===== src/rtl/coffee_brew_controller.sv =====
// Brew-cycle controller: debounces Brew/Refill, tracks reservoir cups and
// sequences IDLE -> BREWING -> DONE -> (IDLE | NEED_WATER).
module coffee_brew_controller #(
    parameter int unsigned BREW_CYCLES     = 300_000_000,
    parameter int unsigned DONE_CYCLES     = 200_000_000,
    parameter int unsigned DEBOUNCE_CYCLES = 1_000_000
) (
    input  logic       clk_100MHz,
    input  logic       reset_n,
    input  logic       btn_brew,
    input  logic       btn_refill,
    output logic [1:0] state,
    output logic [1:0] cup_count,
    output logic       brewing_led
);

    localparam int unsigned BREW_W = ($clog2(BREW_CYCLES) > 0) ? $clog2(BREW_CYCLES) : 1;
    localparam int unsigned DONE_W = ($clog2(DONE_CYCLES) > 0) ? $clog2(DONE_CYCLES) : 1;
    localparam int unsigned DB_W   = ($clog2(DEBOUNCE_CYCLES) > 0) ? $clog2(DEBOUNCE_CYCLES) : 1;
    localparam int unsigned NBTN   = 2;
    localparam int unsigned BTN_BREW   = 0;
    localparam int unsigned BTN_REFILL = 1;

    localparam logic [BREW_W-1:0] BREW_LAST = BREW_W'(BREW_CYCLES - 1);
    localparam logic [DONE_W-1:0] DONE_LAST = DONE_W'(DONE_CYCLES - 1);
    localparam logic [DB_W-1:0]   DB_LAST   = DB_W'(DEBOUNCE_CYCLES - 1);
    localparam logic [1:0]        CUPS_FULL = 2'd3;

    typedef enum logic [1:0] {
        ST_IDLE       = 2'b00,
        ST_BREWING    = 2'b01,
        ST_DONE       = 2'b10,
        ST_NEED_WATER = 2'b11
    } state_t;

    logic [NBTN-1:0]           r_sync0;
    logic [NBTN-1:0]           r_sync1;
    logic [NBTN-1:0]           r_db;
    logic [NBTN-1:0]           r_db_d;
    logic [NBTN-1:0]           r_pulse;
    logic [NBTN-1:0][DB_W-1:0] r_db_cnt;

    state_t            r_state;
    logic [1:0]        r_cups;
    logic              r_led;
    logic [BREW_W-1:0] r_brew_tmr;
    logic [DONE_W-1:0] r_done_tmr;

    logic w_brew_pulse;
    logic w_refill_pulse;

    // Per-button 2-FF synchronizer, level debounce and registered rising-edge pulse
    always_ff @(posedge clk_100MHz or negedge reset_n) begin
        if (!reset_n) begin
            r_sync0  <= '0;
            r_sync1  <= '0;
            r_db     <= '0;
            r_db_d   <= '0;
            r_pulse  <= '0;
            r_db_cnt <= '0;
        end else begin
            r_sync0 <= {btn_refill, btn_brew};
            r_sync1 <= r_sync0;
            for (int i = 0; i < int'(NBTN); i++) begin
                if (r_sync1[i] == r_db[i]) begin
                    r_db_cnt[i] <= '0;
                end else if (r_db_cnt[i] == DB_LAST) begin
                    r_db[i]     <= r_sync1[i];
                    r_db_cnt[i] <= '0;
                end else begin
                    r_db_cnt[i] <= r_db_cnt[i] + DB_W'(1);
                end
            end
            r_db_d  <= r_db;
            r_pulse <= r_db & ~r_db_d;
        end
    end

    assign w_brew_pulse   = r_pulse[BTN_BREW];
    assign w_refill_pulse = r_pulse[BTN_REFILL];

    // Machine sequencing; brewing_led is registered alongside the state it decodes
    always_ff @(posedge clk_100MHz or negedge reset_n) begin
        if (!reset_n) begin
            r_state    <= ST_IDLE;
            r_cups     <= CUPS_FULL;
            r_led      <= 1'b0;
            r_brew_tmr <= '0;
            r_done_tmr <= '0;
        end else begin
            case (r_state)
                ST_IDLE: begin
                    // Brew takes priority; a simultaneous Refill is dropped
                    if (w_brew_pulse && (r_cups != 2'd0)) begin
                        r_state    <= ST_BREWING;
                        r_brew_tmr <= '0;
                        r_led      <= 1'b1;
                    end else if (w_refill_pulse) begin
                        r_cups <= CUPS_FULL;
                    end
                end
                ST_BREWING: begin
                    if (r_brew_tmr == BREW_LAST) begin
                        r_state    <= ST_DONE;
                        r_cups     <= r_cups - 2'd1;
                        r_brew_tmr <= '0;
                        r_done_tmr <= '0;
                        r_led      <= 1'b0;
                    end else begin
                        r_brew_tmr <= r_brew_tmr + BREW_W'(1);
                    end
                end
                ST_DONE: begin
                    if (r_done_tmr == DONE_LAST) begin
                        r_done_tmr <= '0;
                        r_state    <= (r_cups == 2'd0) ? ST_NEED_WATER : ST_IDLE;
                    end else begin
                        r_done_tmr <= r_done_tmr + DONE_W'(1);
                    end
                end
                ST_NEED_WATER: begin
                    if (w_refill_pulse) begin
                        r_cups  <= CUPS_FULL;
                        r_state <= ST_IDLE;
                    end
                end
                default: begin
                    r_state <= ST_IDLE;
                    r_led   <= 1'b0;
                end
            endcase
        end
    end

    assign state       = r_state;
    assign cup_count   = r_cups;
    assign brewing_led = r_led;

endmodule


===== config.mk =====
export PLATFORM = sky130hd
export DESIGN_NAME = coffee_brew_controller
export DESIGN_NICKNAME = d
export VERILOG_FILES = /design/src/rtl/coffee_brew_controller.sv
export SDC_FILE = /design/constraint.sdc
export NUM_CORES = 1
export LEC_CHECK = 0
export CAP_MARGIN = 20
export CORE_ASPECT_RATIO = 1.5
export CORE_UTILIZATION = 50
export CTS_CLUSTER_SIZE = 14
export DETAILED_ROUTE_END_ITERATION = 8
export PLACE_DENSITY_LB_ADDON = 0.08
export SLEW_MARGIN = 20
export SYNTH_ARGS = -nofsm -noshare
export SYNTH_HDL_FRONTEND = slang
export SYNTH_SLANG_ARGS = --single-unit

===== constraint.sdc =====
create_clock -name clk_100MHz -period 3.4 [get_ports clk_100MHz]
set_input_delay 0.34 -clock clk_100MHz [delete_from_list [all_inputs] [get_ports clk_100MHz]]
set_output_delay 0.34 -clock clk_100MHz [all_outputs]
set_load 0.01 [all_outputs]

==> results.toml, run 1 <==
[outcome]
status = "finished, final reports clean"

[synth]
syn_inst = 606
avgSynthCellArea_sq_um = 9.514
synth.cell_area_sq_um = 5766
synth_fp_nets = 620
synth_ff_type = "dfrtp_1"
synthDistinctLibCells = 48
yosysWarnings = 0
synth_edf_count = 0
seq_area_frac_synth = 0.4865
synth.ff_latch_count = 112
async_reset_ff_frac = 1.000

[clock_network]
cts-hold-fix-buffers = 0
cts.sinks = 112
path_clk_slew_ns = 0.07
root_buffer = "clkbuf_16"
clk_latency_ns = 0.35
cts_setup_buffers = 0
cts_tree = "yes"
cts-resized-gates = 0
cts_htree_levels = 3
cts_max_path_buffers = 2
numCtsBuffers = 9

[sta]
setup_viol = 0
hold_violations = 0
fmax_mhz = 390.2
rsz0062_at_grt = "false"
tightestPinTransition_ns = 0.8810
skew_ns = 0.008744
timing.setup.tns_ns = 0
post-route-period-util = 0.7537
slew_headroom = 0.4073
maxSlewViolCount = 0
fin_crit_ns = 2.563

[critical_path]
worstPathArrival_ns = 2.83
critPathMaxFanout = 39
setup.worst_path.end_class = "flop"
slowest_delay_ns = 0.56
crit_type = "reg2reg"
start_kind = "flop"
path_cells = "or4b_4 > nor4_4 > a31oi_4 > buf_16 > or4_1 > a21oi_1"
crit_path_top_delay_cell = "or4b_4"
crit_required_ns = 3.67

[route]
wl_per_cell_um = 15.12
first_pass_iters = 4
via_per_inst = 5.731
drt_iter0_drc = 254
vias = 4373
drc = 0
drt_wl_total_um = 11530
ant_nets = 0

[job]
timing.max_cap.violations = 0

[final_layout]
fin_nets = 625
multiInputGateArea_sq_um = 2774
drive_above_1_share = 0.05844
layout.cells.non_filler = 763
seq_area_sq_um = 2805
nFillCells = 984
final_core_util = 0.5661
synthToLayoutAreaGrowth_pct = 9.136
diodes = 0

[floorplan]
die_h_um = 133.5
start_util = 0.5187
die-area_sq_um = 11970
die_w_um = 89.68
core_area_sq_um = 11110
io_pins = 9
rows = 47

[global_routing]
globalRouteOverflowTotal = 0
grt_pass1_wl_um = 19550
track_usage = 0.2084
grt_pass1_vias = 4188
antenna_found_initial = 0
grt_max_degree = 59

[placement]
dpl.hpwl_um = 7861
gp_congestion = 0.8143
portBuffers = 8
placed_cells = 746

[power]
cellPowerDensity_nw_per_um2 = 379.5
vdd_drop_max_mv = 0.2593
power.leakage_nw = 2.498

[worst_hold_path]
hold_class = "in2async"
## registers in the layout, summed over array words and instances, names as in the netlist
name,count
r_sync0,2
r_db_cnt,40
state,2
r_brew_tmr,29
r_done_tmr,28
r_pulse,2
brewing_led,1
r_sync1,2
r_db,2
cup_count,2
r_db_d,2
## synthesized netlist by cell type, types with 2 or more instances
master    instances  share of area
nor2_1           96          0.063
and3_1            5         0.0054
o41ai_1           2         0.0030
nor3b_1           3         0.0039
mux2_2            3         0.0059
buf_2             5         0.0043
or4_1            12          0.016
nand4_1          18          0.020
inv_1            25          0.016
nand2b_1          2         0.0022
or2_2             4         0.0043
or4b_1            4         0.0069
nor2b_1           6         0.0065
mux2i_1           4         0.0069
a22o_1            5         0.0076
nand2_1          32          0.021
nand3b_1          2         0.0026
dfstp_2           2         0.0091
o21ai_0          19          0.016
o21bai_1          4         0.0052
and4_1           10          0.015
and2_1            3         0.0033
o31ai_1          11          0.014
xor2_1           13          0.020
ha_1             10          0.022
dfrtp_1         110           0.48
or3_1            13          0.014
xnor2_1          50          0.076
nor4_1           18          0.020
clkbuf_1         14         0.0091
nand3_1          40          0.035
nor4b_1           4         0.0061
nor3_1           15          0.013
a21oi_1          28          0.024
## power by group
group	switching (mW)	internal (mW)	total (mW)	leakage [nW]
Combinational	0.0384	0.0122	0.0507	0.821
Sequential	0.00682	1.34	1.35	1.54
Clock	0.489	0.502	0.991	0.133
## cell type report
class / instances / share of cell area
flip-flops and latches: 112 / 0.4458
well taps: 147 / 0.02923
inverters: 25 / 0.01491
clock inverters: 6 / 0.006960
multi-input cells: 448 / 0.4408
repair buffers: 15 / 0.02585
clock buffers: 10 / 0.03639
## final timing paths
path,slack [ns],cells after the start,end,start
worst max-delay path,0.84,6,r_done_tmr[21],r_brew_tmr[25]
worst min-delay path,0.06,1,r_db_cnt[29],reset_n
worst max register to register,0.84,6,r_done_tmr[21],r_brew_tmr[25]
worst min register to register,0.37,0,r_sync1[0],r_sync0[0]
max in group asynchronous,2.60,2,r_brew_tmr[16],reset_n
min in group clk_100MHz,0.37,0,r_sync1[0],r_sync0[0]
## cells by family (layout without fill, tap and decap cells)
kind of cell | after synthesis | after routing | synth area share
AND/OR/NAND/NOR | 294 | 294 | 0.2706
flip-flops | 112 | 112 | 0.4865
AO/OA/AOI/OAI | 74 | 74 | 0.08030
XOR/XNOR | 63 | 63 | 0.09570
buffers and inverters | 46 | 56 | 0.03233
adder cells (fa/ha/maj) | 10 | 10 | 0.02170
multiplexers | 7 | 7 | 0.01280
## cells in the final DEF, fill, tap and decap left out, types with 9 or more instances in the layout
cell and n:
clkbuf_16 9, o21ai_0 19, xnor2_1 50, and4_1 10
nand4_1 18, nor2_1 96, or4_1 12, o31ai_1 11
a21oi_1 28, nor4_1 18, or3_1 13, nor3_1 15
ha_1 10, xor2_1 13, inv_1 25, nand2_1 32
dfrtp_1 110, nand3_1 40
## worst max-delay path: cells and delay by family (launching register included)
family | cells | cell delay, ns
AOI/OAI and AO/OA | 2 | 0.39
buffers and inverters | 1 | 0.25
DFF | 1 | 0.42
and+or+nand+nor | 3 | 1.42
## metrics by stage
step / hold WS (ns) / instance area, sq um / worst slack, ns / total power, mW
global route: 0.1200 / 6292 / 0.6047 / 2.475
detailed placement: 0.3637 / 5992 / 0.6520 / 1.426
floorplan: 0.04441 / 5766 / 1.132 / 1.389
global placement: 0.3613 / 5992 / 0.7908 / 1.424
finish: 0.05612 / 6292 / 0.8373 / 2.388
CTS: 0.08913 / 6265 / 0.6558 / 2.412
## routing by layer
metal	up-vias	wire length [um]	track usage
met5	-	0	0
met4	0	167	0.06085
met3	13	257	0.03470
met2	59	5840	0.3472
met1	2156	5267	0.2755
li1	2145	-	-
No activity file was read; power rests on OpenSTA's default activity.
==> run 2, diff against run 1 <==
clock period = 2.25 ns   (was 3.4 ns; I/O delays follow)
==> results.toml, run 2 (synthesis results as in run 1) <==
[sta]
fin_crit_ns = 2.195
rsz0062_at_grt = "true"
post-route-period-util = 0.9753
hold_violations = 0
fmax_mhz = 455.7
maxSlewViolCount = 0
setup_viol = 0
slew_headroom = 0.5880
timing.setup.tns_ns = 0
skew_ns = 0.009916
tightestPinTransition_ns = 0.6180

[route]
drt_wl_total_um = 11940
wl_per_cell_um = 14.91
ant_nets = 0
drc = 0
drt_iter0_drc = 208
via_per_inst = 5.572
first_pass_iters = 4
vias = 4463

[final_layout]
final_core_util = 0.6067
final_area_sq_um = 6743
synthToLayoutAreaGrowth_pct = 16.95
diodes = 0
drive_above_1_share = 0.1407
largest_register_ffs = 40
top_register = "r_db_cnt"
reg_top3 = "r_db_cnt x40, r_brew_tmr x29, r_done_tmr x28"
fin_nets = 663
layout.cells.non_filler = 801
final_cell_mix = "dfrtp_1 (110), nor2_1 (96), xnor2_1 (50)"
mostFrequentLayoutCell = "dfrtp_1"

[critical_path]
crit_family = "simple AND/OR/NAND/NOR gates"
path_buf_inv = 1
start_kind = "flop"
worstPathArrival_ns = 2.48
r2r_start = "r_brew_tmr[25]"
setup.worst_path.end_class = "flop"
crit_type = "reg2reg"
slowest_delay_ns = 0.55
path_cells = "or4b_4 > nor4_4 > a31oi_4 > buf_12 > or4_4 > a21oi_2"
critical_path.startpoint = "r_brew_tmr[25]"
critPathMaxFanout = 34
crit_required_ns = 2.53
crit_path_top_delay_cell = "or4b_4"

[clock_network]
root_buffer = "clkbuf_16"
clk_latency_ns = 0.35
cts_tree = "yes"
cts_htree_levels = 3
cts.sinks = 112
cts_max_path_buffers = 2
numCtsBuffers = 9
path_clk_slew_ns = 0.07
cts_setup_buffers = 0

[floorplan]
rows = 47
io_pins = 9
die_w_um = 89.68
die_h_um = 133.5
start_util = 0.5187
die-area_sq_um = 11970
core_area_sq_um = 11110

[power]
switching_share = 0.2220
vdd_drop_max_mv = 0.3924
cellPowerDensity_nw_per_um2 = 563.8
p_switching_mw = 0.8438
power.leakage_nw = 2.747
internal_power_mw = 2.957
p_seq_frac = 0.535
power.share.clock = 0.443
p_comb_frac = 0.022

[global_routing]
globalRouteOverflowTotal = 0
grt_pass1_wl_um = 20640
grt_max_degree = 47
antenna_found_initial = 0
track_usage = 0.2202
grt_pass1_vias = 4479

[placement]
gp_congestion = 0.8182
portBuffers = 8
placed_area_sq_um = 6327
dpl.hpwl_um = 8434
placed_cells = 784

[worst_hold_path]
hold_class = "reg2reg"
hold_path_startpoint = "r_sync0[0]"

[job]
timing.max_cap.violations = 0

[outcome]
status = "finished, final reports clean"
[run 2: final cells by class]
type | count | area, sq um
clock buffer | 10 | 239.0
clock inverter | 6 | 75.07
fill | 940 | 4372
inverter | 25 | 93.84
multi-input combinational | 448 | 2861
sequential | 112 | 2805
tap | 147 | 183.9
timing repair buffer | 53 | 484.2
[run 2: per-stage QoR]
| stage | power (mW) | worst slack (ns) | hold WS, ns |
|---|---|---|---|
| after floorplan | 2.098 | 0.09993 | -0.07059 |
| after global placement | 2.158 | 0.09033 | 0.2755 |
| after detailed placement | 2.162 | 0.005284 | 0.2871 |
| after CTS | 3.841 | 0.0001976 | 0.3523 |
| after global routing | 3.922 | -0.04149 | 0.3709 |
| final | 3.801 | 0.05546 | 0.3562 |
[run 2: metal layers]
layer  GRT usage  vias up  part of all wire
li1            -     2219                 -
met1      0.2788     2188              0.44
met2      0.3775       41              0.52
met3     0.03036       15             0.019
met4     0.07760        0             0.019
met5           0        -                 0
[run 2: what timing repair did]
item | in CTS | in global routing
resized for setup | 0 | 20
hold endpoints to repair | 40 | 0
hold buffers | 1 | 0
setup endpoints to repair | 0 | 26
[run 2: power by group through the flow]
stage | sequential, mW | combinational, mW | clock, mW
5_1_grt | 2.04 | 0.0990 | 1.79
3_5_place_dp | 2.07 | 0.0876 | 0
4_1_cts | 2.03 | 0.0888 | 1.72
6_report | 2.03 | 0.0835 | 1.68
3_3_place_gp | 2.07 | 0.0849 | 0
2_1_floorplan | 2.07 | 0.0264 | 0
[run 2: final timing paths]
| kind | slack (ns) | cells after the start | endpoint |
|---|---|---|---|
| setup reg to reg | 0.06 | 6 | r_done_tmr[21] |
| max in group asynchronous | 1.14 | 3 | r_brew_tmr[7] |
| hold / removal | 0.36 | 0 | r_sync1[0] |
| setup / recovery | 0.06 | 6 | r_done_tmr[21] |
| hold reg to reg | 0.36 | 0 | r_sync1[0] |
| min in group asynchronous | 0.42 | 2 | r_db_cnt[22] |
==> run 3, diff against run 2 <==
clock period = 2.2 ns   (was 2.25 ns; I/O delays follow)
==> results.toml, run 3 (synthesis results as in run 1) <==
[critical_path]
critPathMaxFanout = 17
setup.worst_path.end_class = "flop"
slowest_delay_ns = 0.55
crit_path_top_delay_cell = "or4b_4"
worstPathArrival_ns = 2.50
start_kind = "flop"
crit_family = "simple AND/OR/NAND/NOR gates"
crit_type = "reg2reg"
path_buf_inv = 1
ff2ff_setup_slack_ns = -0.03
crit_required_ns = 2.47
path_cells = "or4b_4 > nor4_4 > a31oi_4 > buf_12 > or4_1 > a21oi_1"

[final_layout]
top_register = "r_db_cnt"
largest_register_ffs = 40
seq_area_sq_um = 2805
nFillCells = 932
diodes = 0
final_cell_mix = "dfrtp_1 (110), nor2_1 (94), buf_4 (51)"
multiInputGateArea_sq_um = 2887
fin_nets = 678
synthToLayoutAreaGrowth_pct = 19.86
final_core_util = 0.6217
reg_top3 = "r_db_cnt x40, r_brew_tmr x29, r_done_tmr x28"
drive_above_1_share = 0.1674
layout.cells.non_filler = 816
mostFrequentLayoutCell = "dfrtp_1"

[floorplan]
start_util = 0.5187
rows = 47
io_pins = 9
die-area_sq_um = 11970
die_w_um = 89.68
die_h_um = 133.5
core_area_sq_um = 11110

[sta]
setup_viol = 3
tightestPinTransition_ns = 0.6148
fin_crit_ns = 2.226
rsz0062_at_grt = "true"
skew_ns = 0.01261
maxSlewViolCount = 0
holdWs_ns = 0.3490
fmax_mhz = 449.3
hold_violations = 0
timing.setup.tns_ns = -0.05367
finalWorstSetupSlack_ns = -0.02552
slew_headroom = 0.5902
post-route-period-util = 1.012

[clock_network]
cts_tree = "yes"
cts_max_path_buffers = 2
path_clk_slew_ns = 0.07
cts.sinks = 112
root_buffer = "clkbuf_16"
cts_htree_levels = 3
clk_latency_ns = 0.35
numCtsBuffers = 9

[placement]
dpl.hpwl_um = 8397
placed_cells = 791
portBuffers = 8
gp_congestion = 0.8099

[route]
first_pass_iters = 4
drt_iter0_drc = 229
vias = 4609
wl_per_cell_um = 15.32
ant_nets = 0
drt_wl_total_um = 12500
via_per_inst = 5.648
drc = 0

[outcome]
failed_checks = "setup timing"
status = "finished with violations"

[global_routing]
globalRouteOverflowTotal = 0
track_usage = 0.2116
grt_pass1_vias = 4298
grtUsageMet2 = 0.3649
grt_pass1_wl_um = 19740
grtUsageMet3 = 0.03717
grt_max_degree = 49
grtUsageMet1 = 0.2676
grt-busiest-layer = "met2"
antenna_found_initial = 0

[job]
timing.max_cap.violations = 0

[power]
cellPowerDensity_nw_per_um2 = 544.7
vdd_drop_max_mv = 0.4505
power.leakage_nw = 2.790

[worst_hold_path]
hold_class = "in2reg"
-- run 3: changes by cell type in the layout (fill, tap and decap cells not counted), sizes merged --
cell and change:
buf +12, clkinv -2, clkinvlp +3, clkbuf +3, bufinv -1
-- run 3: what timing repair did --
action,CTS,global route
cloned,0,4
resized for setup,1,24
pin swaps,1,10
endpoints found under the hold margin,44,0
setup endpoints to repair,7,30
hold buffers,1,0
setup buffers,0,5
-- run 3: per-stage QoR --
step | area, sq um | setup slack (ns) | power, mW
after floorplan | 5766 | 0.04993 | 2.146
after global placement | 6367 | 0.04309 | 2.206
after detailed placement | 6367 | -0.03199 | 2.208
after CTS | 6673 | -0.02103 | 3.825
after global routing | 6910 | -0.1010 | 3.901
final | 6910 | -0.02552 | 3.764
-- run 3: routing by layer --
layer | vias up | routed length (um)
met3 | 19 | 338
met4 | 0 | 185
met1 | 2262 | 5394
li1 | 2257 | -
met5 | - | 0
met2 | 71 | 6579
-- run 3: worst paths after layout --
kind                           startpoint              to  depth (start not counted)
hold / removal                   btn_brew      r_sync0[0]                          1
min in group asynchronous         reset_n    r_db_cnt[24]                          2
max in group asynchronous         reset_n    cup_count[1]                          3
setup / recovery           r_brew_tmr[25]  r_done_tmr[15]                          6
hold reg to reg                r_sync0[1]      r_sync1[1]                          0
setup reg to reg           r_brew_tmr[25]  r_done_tmr[15]                          6
-- run 3: area by class of cell --
class,count,area share
Clock buffer,10,0.03458
Clock inverter,6,0.007605
Inverter,25,0.01358
Multi-Input combinational cell,448,0.4177
Sequential cell,112,0.4059
Tap cell,147,0.02662
Timing Repair Buffer,68,0.09397
-- run 3: report_power, final --
group          internal, mW  leakage, nW  switching [mW]
clock                 0.816        0.131           0.784
sequential             2.07         1.54          0.0102
combinational        0.0235         1.12          0.0613
total                  2.91         2.79           0.855
